==> config.mk <==
export PLATFORM = sky130hd
export DESIGN_NAME = water_level_controller
export DESIGN_NICKNAME = d
export VERILOG_FILES = /design/src/rtl/water_pkg.sv /design/src/rtl/probe_debouncer.sv /design/src/rtl/water_level_controller.sv
export SDC_FILE = /design/constraint.sdc
export NUM_CORES = 1
export LEC_CHECK = 0
export CAP_MARGIN = 20
export CORE_ASPECT_RATIO = 1.75
export CORE_MARGIN = 10
export CORE_UTILIZATION = 25
export DETAILED_ROUTE_END_ITERATION = 12
export PLACE_DENSITY = 0.46
export SYNTH_ARGS = -nofsm -noshare
export SYNTH_HDL_FRONTEND = slang
export SYNTH_SLANG_ARGS = --single-unit
export TNS_END_PERCENT = 50
==> constraint.sdc <==
create_clock -name clk -period 2.7 [get_ports clk]
set_input_delay 0.54 -clock clk [delete_from_list [all_inputs] [get_ports clk]]
set_output_delay 0.54 -clock clk [all_outputs]
set_load 0.01 [all_outputs]
==> src/rtl/water_pkg.sv <==
// Shared level codes, FSM state encoding and level encoder for the water level controller.
package water_pkg;

  localparam int unsigned LVL_W = 2;
  localparam int unsigned ST_W  = 2;

  // Level codes consumed by the 7-segment water-level decoder
  localparam logic [LVL_W-1:0] LVL_CRIT = 2'b00;
  localparam logic [LVL_W-1:0] LVL_LOW  = 2'b01;
  localparam logic [LVL_W-1:0] LVL_MID  = 2'b10;
  localparam logic [LVL_W-1:0] LVL_HIGH = 2'b11;

  // Fill state machine encoding
  localparam logic [ST_W-1:0] ST_IDLE  = 2'd0;
  localparam logic [ST_W-1:0] ST_FILL  = 2'd1;
  localparam logic [ST_W-1:0] ST_FULL  = 2'd2;
  localparam logic [ST_W-1:0] ST_FAULT = 2'd3;

  // Map filtered {high,mid,low} to {sensor_error, level code}; non-thermometer reads as CRIT
  function automatic logic [LVL_W:0] encode_level(input logic [2:0] probes);
    logic [LVL_W:0] res;
    unique case (probes)
      3'b000:  res = {1'b0, LVL_CRIT};
      3'b001:  res = {1'b0, LVL_LOW};
      3'b011:  res = {1'b0, LVL_MID};
      3'b111:  res = {1'b0, LVL_HIGH};
      default: res = {1'b1, LVL_CRIT};
    endcase
    return res;
  endfunction

endpackage

==> src/rtl/probe_debouncer.sv <==
// Two-flop synchroniser plus debounce filter for one tank level probe.
module probe_debouncer #(
  parameter int unsigned DEBOUNCE_CYCLES = 4,
  parameter int unsigned CNT_W           = 8
) (
  input  logic clk,
  input  logic reset,
  input  logic probe_i,
  output logic filt_o
);

  localparam logic [CNT_W-1:0] CNT_LAST = CNT_W'(DEBOUNCE_CYCLES - 1);

  logic             sync1_q, sync2_q;
  logic             filt_q, filt_d;
  logic [CNT_W-1:0] cnt_q, cnt_d;

  // Accept a new value only after it has been stable for DEBOUNCE_CYCLES samples
  always_comb begin
    filt_d = filt_q;
    cnt_d  = cnt_q;
    if (sync2_q == filt_q) begin
      cnt_d = '0;
    end else if (cnt_q == CNT_LAST) begin
      filt_d = sync2_q;
      cnt_d  = '0;
    end else begin
      cnt_d = cnt_q + CNT_W'(1);
    end
  end

  // Synchroniser and filter state
  always_ff @(posedge clk or posedge reset) begin
    if (reset) begin
      sync1_q <= 1'b0;
      sync2_q <= 1'b0;
      filt_q  <= 1'b0;
      cnt_q   <= '0;
    end else begin
      sync1_q <= probe_i;
      sync2_q <= sync1_q;
      filt_q  <= filt_d;
      cnt_q   <= cnt_d;
    end
  end

  assign filt_o = filt_q;

endmodule

==> src/rtl/water_level_controller.sv <==
// Reservoir inlet valve sequencer: probe debounce, level encoding, fill FSM with watchdog, pump gating.
module water_level_controller
  import water_pkg::*;
#(
  parameter int unsigned DEBOUNCE_CYCLES = 4,
  parameter int unsigned FILL_TIMEOUT    = 16,
  parameter int unsigned CNT_W           = 8
) (
  input  logic clk,
  input  logic reset,
  input  logic probe_low,
  input  logic probe_mid,
  input  logic probe_high,
  input  logic pump_req,
  input  logic fault_clear,
  output logic level_bit0,
  output logic level_bit1,
  output logic valve_open,
  output logic pump_en,
  output logic fault,
  output logic sensor_error
);

  localparam logic [CNT_W-1:0] WD_LAST = CNT_W'(FILL_TIMEOUT - 1);

  logic [2:0]       filt;
  logic [LVL_W:0]   enc;
  logic [LVL_W-1:0] code_q, code_d, code_prev_q;
  logic             se_q, se_d;
  logic [ST_W-1:0]  state_q, state_d;
  logic [CNT_W-1:0] wd_q, wd_d;
  logic             valve_q, valve_d;
  logic             fault_q, fault_d;
  logic             pump_q, pump_d;
  logic             rise;

  probe_debouncer #(.DEBOUNCE_CYCLES(DEBOUNCE_CYCLES), .CNT_W(CNT_W)) u_db_low (
    .clk(clk), .reset(reset), .probe_i(probe_low),  .filt_o(filt[0]));
  probe_debouncer #(.DEBOUNCE_CYCLES(DEBOUNCE_CYCLES), .CNT_W(CNT_W)) u_db_mid (
    .clk(clk), .reset(reset), .probe_i(probe_mid),  .filt_o(filt[1]));
  probe_debouncer #(.DEBOUNCE_CYCLES(DEBOUNCE_CYCLES), .CNT_W(CNT_W)) u_db_high (
    .clk(clk), .reset(reset), .probe_i(probe_high), .filt_o(filt[2]));

  assign enc    = encode_level(filt);
  assign se_d   = enc[LVL_W];
  assign code_d = enc[LVL_W-1:0];
  assign rise   = (code_q > code_prev_q);

  // Fill FSM next state and watchdog; sensor_error beats HIGH, HIGH beats watchdog expiry
  always_comb begin
    state_d = state_q;
    wd_d    = '0;
    unique case (state_q)
      ST_IDLE: begin
        if (se_q) begin
          state_d = ST_FAULT;
        end else if ((code_q == LVL_CRIT) || (code_q == LVL_LOW)) begin
          state_d = ST_FILL;
        end
      end
      ST_FILL: begin
        if (se_q) begin
          state_d = ST_FAULT;
        end else if (code_q == LVL_HIGH) begin
          state_d = ST_FULL;
        end else if (rise) begin
          wd_d = '0;
        end else if (wd_q == WD_LAST) begin
          state_d = ST_FAULT;
        end else begin
          wd_d = wd_q + CNT_W'(1);
        end
      end
      ST_FULL: begin
        if (se_q) begin
          state_d = ST_FAULT;
        end else if (code_q != LVL_HIGH) begin
          state_d = ST_IDLE;
        end
      end
      ST_FAULT: begin
        if (fault_clear && !se_q) begin
          state_d = ST_IDLE;
        end
      end
      default: state_d = ST_IDLE;
    endcase
  end

  // Output decodes, registered alongside the state so they track it exactly
  always_comb begin
    valve_d = (state_d == ST_FILL);
    fault_d = (state_d == ST_FAULT);
    pump_d  = pump_req && (code_q != LVL_CRIT) && (state_q != ST_FAULT);
  end

  // Encoder, FSM, watchdog and output registers
  always_ff @(posedge clk or posedge reset) begin
    if (reset) begin
      code_q      <= LVL_CRIT;
      code_prev_q <= LVL_CRIT;
      se_q        <= 1'b0;
      state_q     <= ST_IDLE;
      wd_q        <= '0;
      valve_q     <= 1'b0;
      fault_q     <= 1'b0;
      pump_q      <= 1'b0;
    end else begin
      code_q      <= code_d;
      code_prev_q <= code_q;
      se_q        <= se_d;
      state_q     <= state_d;
      wd_q        <= wd_d;
      valve_q     <= valve_d;
      fault_q     <= fault_d;
      pump_q      <= pump_d;
    end
  end

  assign level_bit0   = code_q[0];
  assign level_bit1   = code_q[1];
  assign sensor_error = se_q;
  assign valve_open   = valve_q;
  assign fault        = fault_q;
  assign pump_en      = pump_q;

endmodule

* Word-level counts from Yosys, hierarchy flattened *
Index checks and enable logic that the tools add are counted.

word-level totals
  register bits after elaboration = 51
  output and inout bits = 6

operators by class
  reduce and logical (&&, ||, !) cells = 12
  mux-type cells = 22
  add/sub/neg operators = 4
  $lt $le $gt $ge = 1
  bitwise gates (word level) = 3
  equality and inequality tests = 19

operators with widths
  cell                   count
  $mux W8                11
  $add A8 B1 Y8 const B  4
  $eq A8 B2 Y1 const B   3
  $mux W2                9
  $pmux W3 S4            1
  $eq A2 B2 Y1 const B   4
  $eq A8 B4 Y1 const B   1
  $pmux W2 S4            1
  $eq A2 B1 Y1 const B   3
  $reduce_and A2 Y1      3
  $logic_not A2 Y1       2
  $ne A2 B2 Y1 const B   2
  $eq A1 B1 Y1           3
  $eq A3 B1 Y1 const B   1
  $eq A3 B2 Y1 const B   1
  $eq A3 B3 Y1 const B   1
  $logic_and A1 B1 Y1    3
  $logic_not A3 Y1       1
  $not A1 Y1             3
  $gt A2 B2 Y1           1
  $reduce_bool A2 Y1     1
  $logic_not A1 Y1       1
  $logic_or A1 B1 Y1     1

* Longest topological paths before layout *
  depth in word-level cells = 7
  depth in mapped cells = 6
  depth with buffers taken out = 6

* By module *
Synthesis repeated with hierarchy kept, for this count alone.

second synthesis, totals
  cell total of the unflattened synthesis = 212
  area total of the unflattened synthesis = 2321.0 um^2

modules (own cells, without submodules)
  module                  cells each  sequential area each (um^2)  instances  area each (um^2)
  probe_debouncer         45          275.3                        3          496.7
  water_level_controller  77          450.4                        1          830.8

* Worst setup path after synthesis *
Ideal clock, no wire load.

  path type = register -> register
  start = register code_q[1]
  end = register wd_q[3]
  cell stages (with the launch flop) = 6
  clock period less this slack = 1.622 ns
  arrival time = 1.550 ns
  data required time = 2.628 ns
  slack = 1.078 ns
  path buffers = 0
  cells stage by stage = dfrtp_1 -> ha_1 -> nor2b_1 -> o21ai_4 -> or3b_4 -> nor2_1

between the ends
  longest elaborated chain between the ends = 5
  elaborated cells on any way between the ends = 6

RTL lines
  element                 line                           source
  from (decl)             water_level_controller.sv:28   logic [LVL_W-1:0] code_q, code_d, code_prev_q;
  from (signal assigned)  water_level_controller.sv:109  code_q <= code_d;
  $gt A2 B2 Y1            water_level_controller.sv:47   assign rise = (code_q > code_prev_q);
  $mux W8                 water_level_controller.sv:66   end else if (rise) begin
  $mux W8 (*)             water_level_controller.sv:64   end else if (code_q == LVL_HIGH) begin
  $mux W8 (*)             water_level_controller.sv:62   if (se_q) begin
  $mux W8 (*)             water_level_controller.sv:53   unique case (state_q)
  net wd_d[3]             water_level_controller.sv:31   logic [CNT_W-1:0] wd_q, wd_d;
  to (signal assigned)    water_level_controller.sv:113  wd_q <= wd_d;
  to (decl)               water_level_controller.sv:31

The timed path passes the listed nets; every way through them passes the cells marked *.
A chain may end at the register's enable or synchronous reset.

* Final worst setup path *
  start = register code_q[1]
  end = output port level_bit1

RTL lines
  element    line                          source
  to (decl)  water_level_controller.sv:17  output logic level_bit1,

No word-level cell between the ends.

==> results.py <==
metrics = {
    "run_status": {
        "run_status": "finished clean",
    },
    "grt": {
        "grt_pass1_wl_um": 6500,
        "grtUsageTotal_pct": 6.23,
        "grt_pass1_vias": 1403,
        "antenna_found_initial": 0,
        "grt_max_degree": 29,
        "grt.overflow.total": 0,
    },
    "cts": {
        "post-cts-setup-buffer-count": 0,
        "cts_resized": 0,
        "cts.sinks": 51,
        "hold_buffers": 0,
        "clockBufferDepth": 2,
        "cts.clk_slew.worst_paths_ns": 0.06,
        "worstSkewPairLatency_ns": 0.29,
        "tritoncts": "yes",
        "numCtsBuffers": 5,
        "clockRootBuffer": "clkbuf_16",
        "h-tree-depth": 2,
    },
    "critical_path": {
        "slowest_stage": "clkdlybuf4s50_1",
        "cp_data_required_time_ns": 2.16,
        "arrival_ns": 1.33,
        "cp_slowest_stage_delay_ns": 0.59,
        "crit_chain": "clkdlybuf4s50_1",
        "path_buf_inv": 1,
        "start_kind": "register",
        "critPathTopFamily": "buffers and inverters",
        "end_kind": "primary output",
        "worstPathMaxFanout": 7,
        "critPathKind": "reg -> out",
    },
    "synth": {
        "syn_inst": 194,
        "avgSynthCellArea_um2": 11.2,
        "synth_top_area_share_pct": 58.7,
        "synth_area_mm2": 0.00217,
        "synth_area_leaders": "dfrtp_1 59%, xor2_1 7.7%, nor2_1 6.2%",
        "synth_top_area_cell": "dfrtp_1",
        "syn-num-nets": 207,
        "synth-warning-count": 0,
        "synth.most_common_cell": "dfrtp_1",
        "ys_top_cells_by_count": "51 x dfrtp_1, 36 x nor2_1, 19 x xor2_1",
        "ys_async_sr_fraction_pct": 100,
        "yosysSeqAreaShare_pct": 58.7,
        "synth.distinct_cells": 30,
        "synth-seq-cells": 51,
        "synth-edff-count": 0,
        "synth_ff_type": "dfrtp_1",
    },
    "place": {
        "place_hpwl_um": 2630,
        "gp_congestion": 0.803,
        "portBuffers": 12,
    },
    "sta": {
        "finalSetupTns_ns": 0,
        "finalCritPeriodShare_pct": 69.3,
        "grt_setup_unrepaired": "no",
        "clock_skew_ns": 0.00677,
        "min_period_ns": 1.87,
        "slew_viol_final": 0,
        "setup_viol": 0,
        "tightest_slew_ns": 0.542,
        "max_freq_mhz": 534,
        "slew_headroom_pct": 63.8,
        "final_hold_viol_count": 0,
    },
    "layout": {
        "multi_input_area_um2": 872,
        "diodes": 0,
        "area_growth_pct": 18.9,
        "drive_gt1_share_pct": 7.08,
        "nFillCells": 887,
        "seq_area_mm2": 0.00128,
        "nNetsFinal": 226,
    },
    "floorplanning": {
        "die_area_mm2": 0.0130,
        "initial_core_util_pct": 25.2,
        "core.rowCount": 45,
        "core_area_mm2": 0.00861,
        "die_w_um": 90.5,
        "ios": 13,
        "fp.dieH_um": 143,
    },
    "pwr": {
        "p_sw_mw": 0.713,
        "intPower_mw": 1.52,
        "swShare_pct": 32.0,
        "combinationalPowerShare_pct": 25.7,
        "vdd_drop_max_uv": 453,
        "pwr-share-seq_pct": 47.6,
        "p_clk_share_pct": 26.7,
        "p_total_mw": 2.23,
        "p_leak_nw": 1.13,
        "p_per_area_mw_per_mm2": 862,
    },
    "routing": {
        "routedLengthMet1_um": 1540,
        "routed.top_layer": "met4",
        "wl_met2_um": 1980,
        "wl_um": 3710,
        "vias": 1351,
        "drc": 0,
        "avgRoutedWirePerCell_um": 11.3,
        "wl_met3_um": 111,
        "viasPerCell": 4.11,
        "ant_nets": 0,
        "dr.pass1.iters": 4,
        "drt_iter0_markers": 98,
    },
    "run": {
        "drv_cap": 0,
    },
    "hold_path": {
        "hp-class": "reg -> reg",
    },
}
-- sequential cells by signal, indices dropped and copies added, names as in the netlist, 2 cells and up --
register / flops
code_prev_q: 2
code_q: 2
state_q: 2
u_db_high.cnt_q: 8
u_db_low.cnt_q: 8
u_db_mid.cnt_q: 8
wd_q: 8
-- per-layer routing --
layer / track usage (%) / up-vias
li1: - / 680
met4: 3.70 / 0
met1: 6.64 / 650
met5: 0 / -
met2: 10.5 / 13
met3: 2.09 / 8
-- power groups by stage --
stage | clock network [mW] | registers [mW] | logic [mW]
4_1_cts | 0.621 | 1.06 | 0.591
2_1_floorplan | 0 | 1.05 | 0.415
3_5_place_dp | 0 | 1.08 | 0.588
6_report | 0.594 | 1.06 | 0.573
5_1_grt | 0.647 | 1.10 | 0.662
3_3_place_gp | 0 | 1.07 | 0.584
-- final timing paths --
kind | to | from | cells after the start | slack, ns
min | u_db_low.sync2_q | u_db_low.sync1_q | 0 | 0.35
max | level_bit1 | code_q[1] | 1 | 0.83
max in group asynchronous | u_db_low.cnt_q[4] | reset | 3 | 1.54
min in group asynchronous | code_q[0] | reset | 2 | 0.62
min reg2reg | u_db_low.sync2_q | u_db_low.sync1_q | 0 | 0.35
max reg2reg | wd_q[3] | code_q[1] | 5 | 0.98
-- kinds of logic (layout without fill, tap and decap cells) --
| logic type | count (synthesis) | after routing | share of synthesized area, % |
|---|---|---|---|
| simple gates | 89 | 89 | 20.1 |
| flops | 51 | 51 | 58.7 |
| compound gates | 12 | 12 | 4.14 |
| mux | 3 | 3 | 1.55 |
| xor+xnor | 27 | 27 | 10.9 |
| buf+inv | 6 | 24 | 1.21 |
| fa+ha+maj | 6 | 6 | 3.45 |
-- layout make-up --
class	count	share of cell area, %
Sequential cell	51	49.3
Multi-Input combinational cell	137	33.7
Tap cell	117	5.66
Timing Repair Buffer	13	5.42
Clock buffer	5	4.84
Inverter	5	0.726
Clock inverter	1	0.290
-- cell usage in the layout, fill, tap and decap left out, types with 2 or more instances in the layout --
cell type,count
a21oi_1,2
nor3_1,3
nor4b_1,2
inv_1,4
nor2_1,36
mux2_1,3
nand2_1,13
and2_1,4
xnor2_1,8
clkdlybuf4s50_1,12
ha_1,6
a31oi_1,2
xor2_1,19
clkbuf_16,5
and3_1,8
o211ai_1,3
dfrtp_1,51
nand3_1,14
o21a_1,2
-- stage by stage --
step	hold slack (ns)	setup WS [ns]	utilization [%]	cell area (µm²)	cells
2_1_floorplan	0.331	0.930	-	2170	194
3_3_place_gp	0.333	1.05	28.5	2450	323
3_5_place_dp	0.336	0.992	28.5	2450	323
4_1_cts	0.350	0.809	30.0	2590	329
5_1_grt	0.360	0.763	30.0	2590	329
6_report	0.349	0.829	30.0	2590	329
Power figures use the tool's default switching activity.
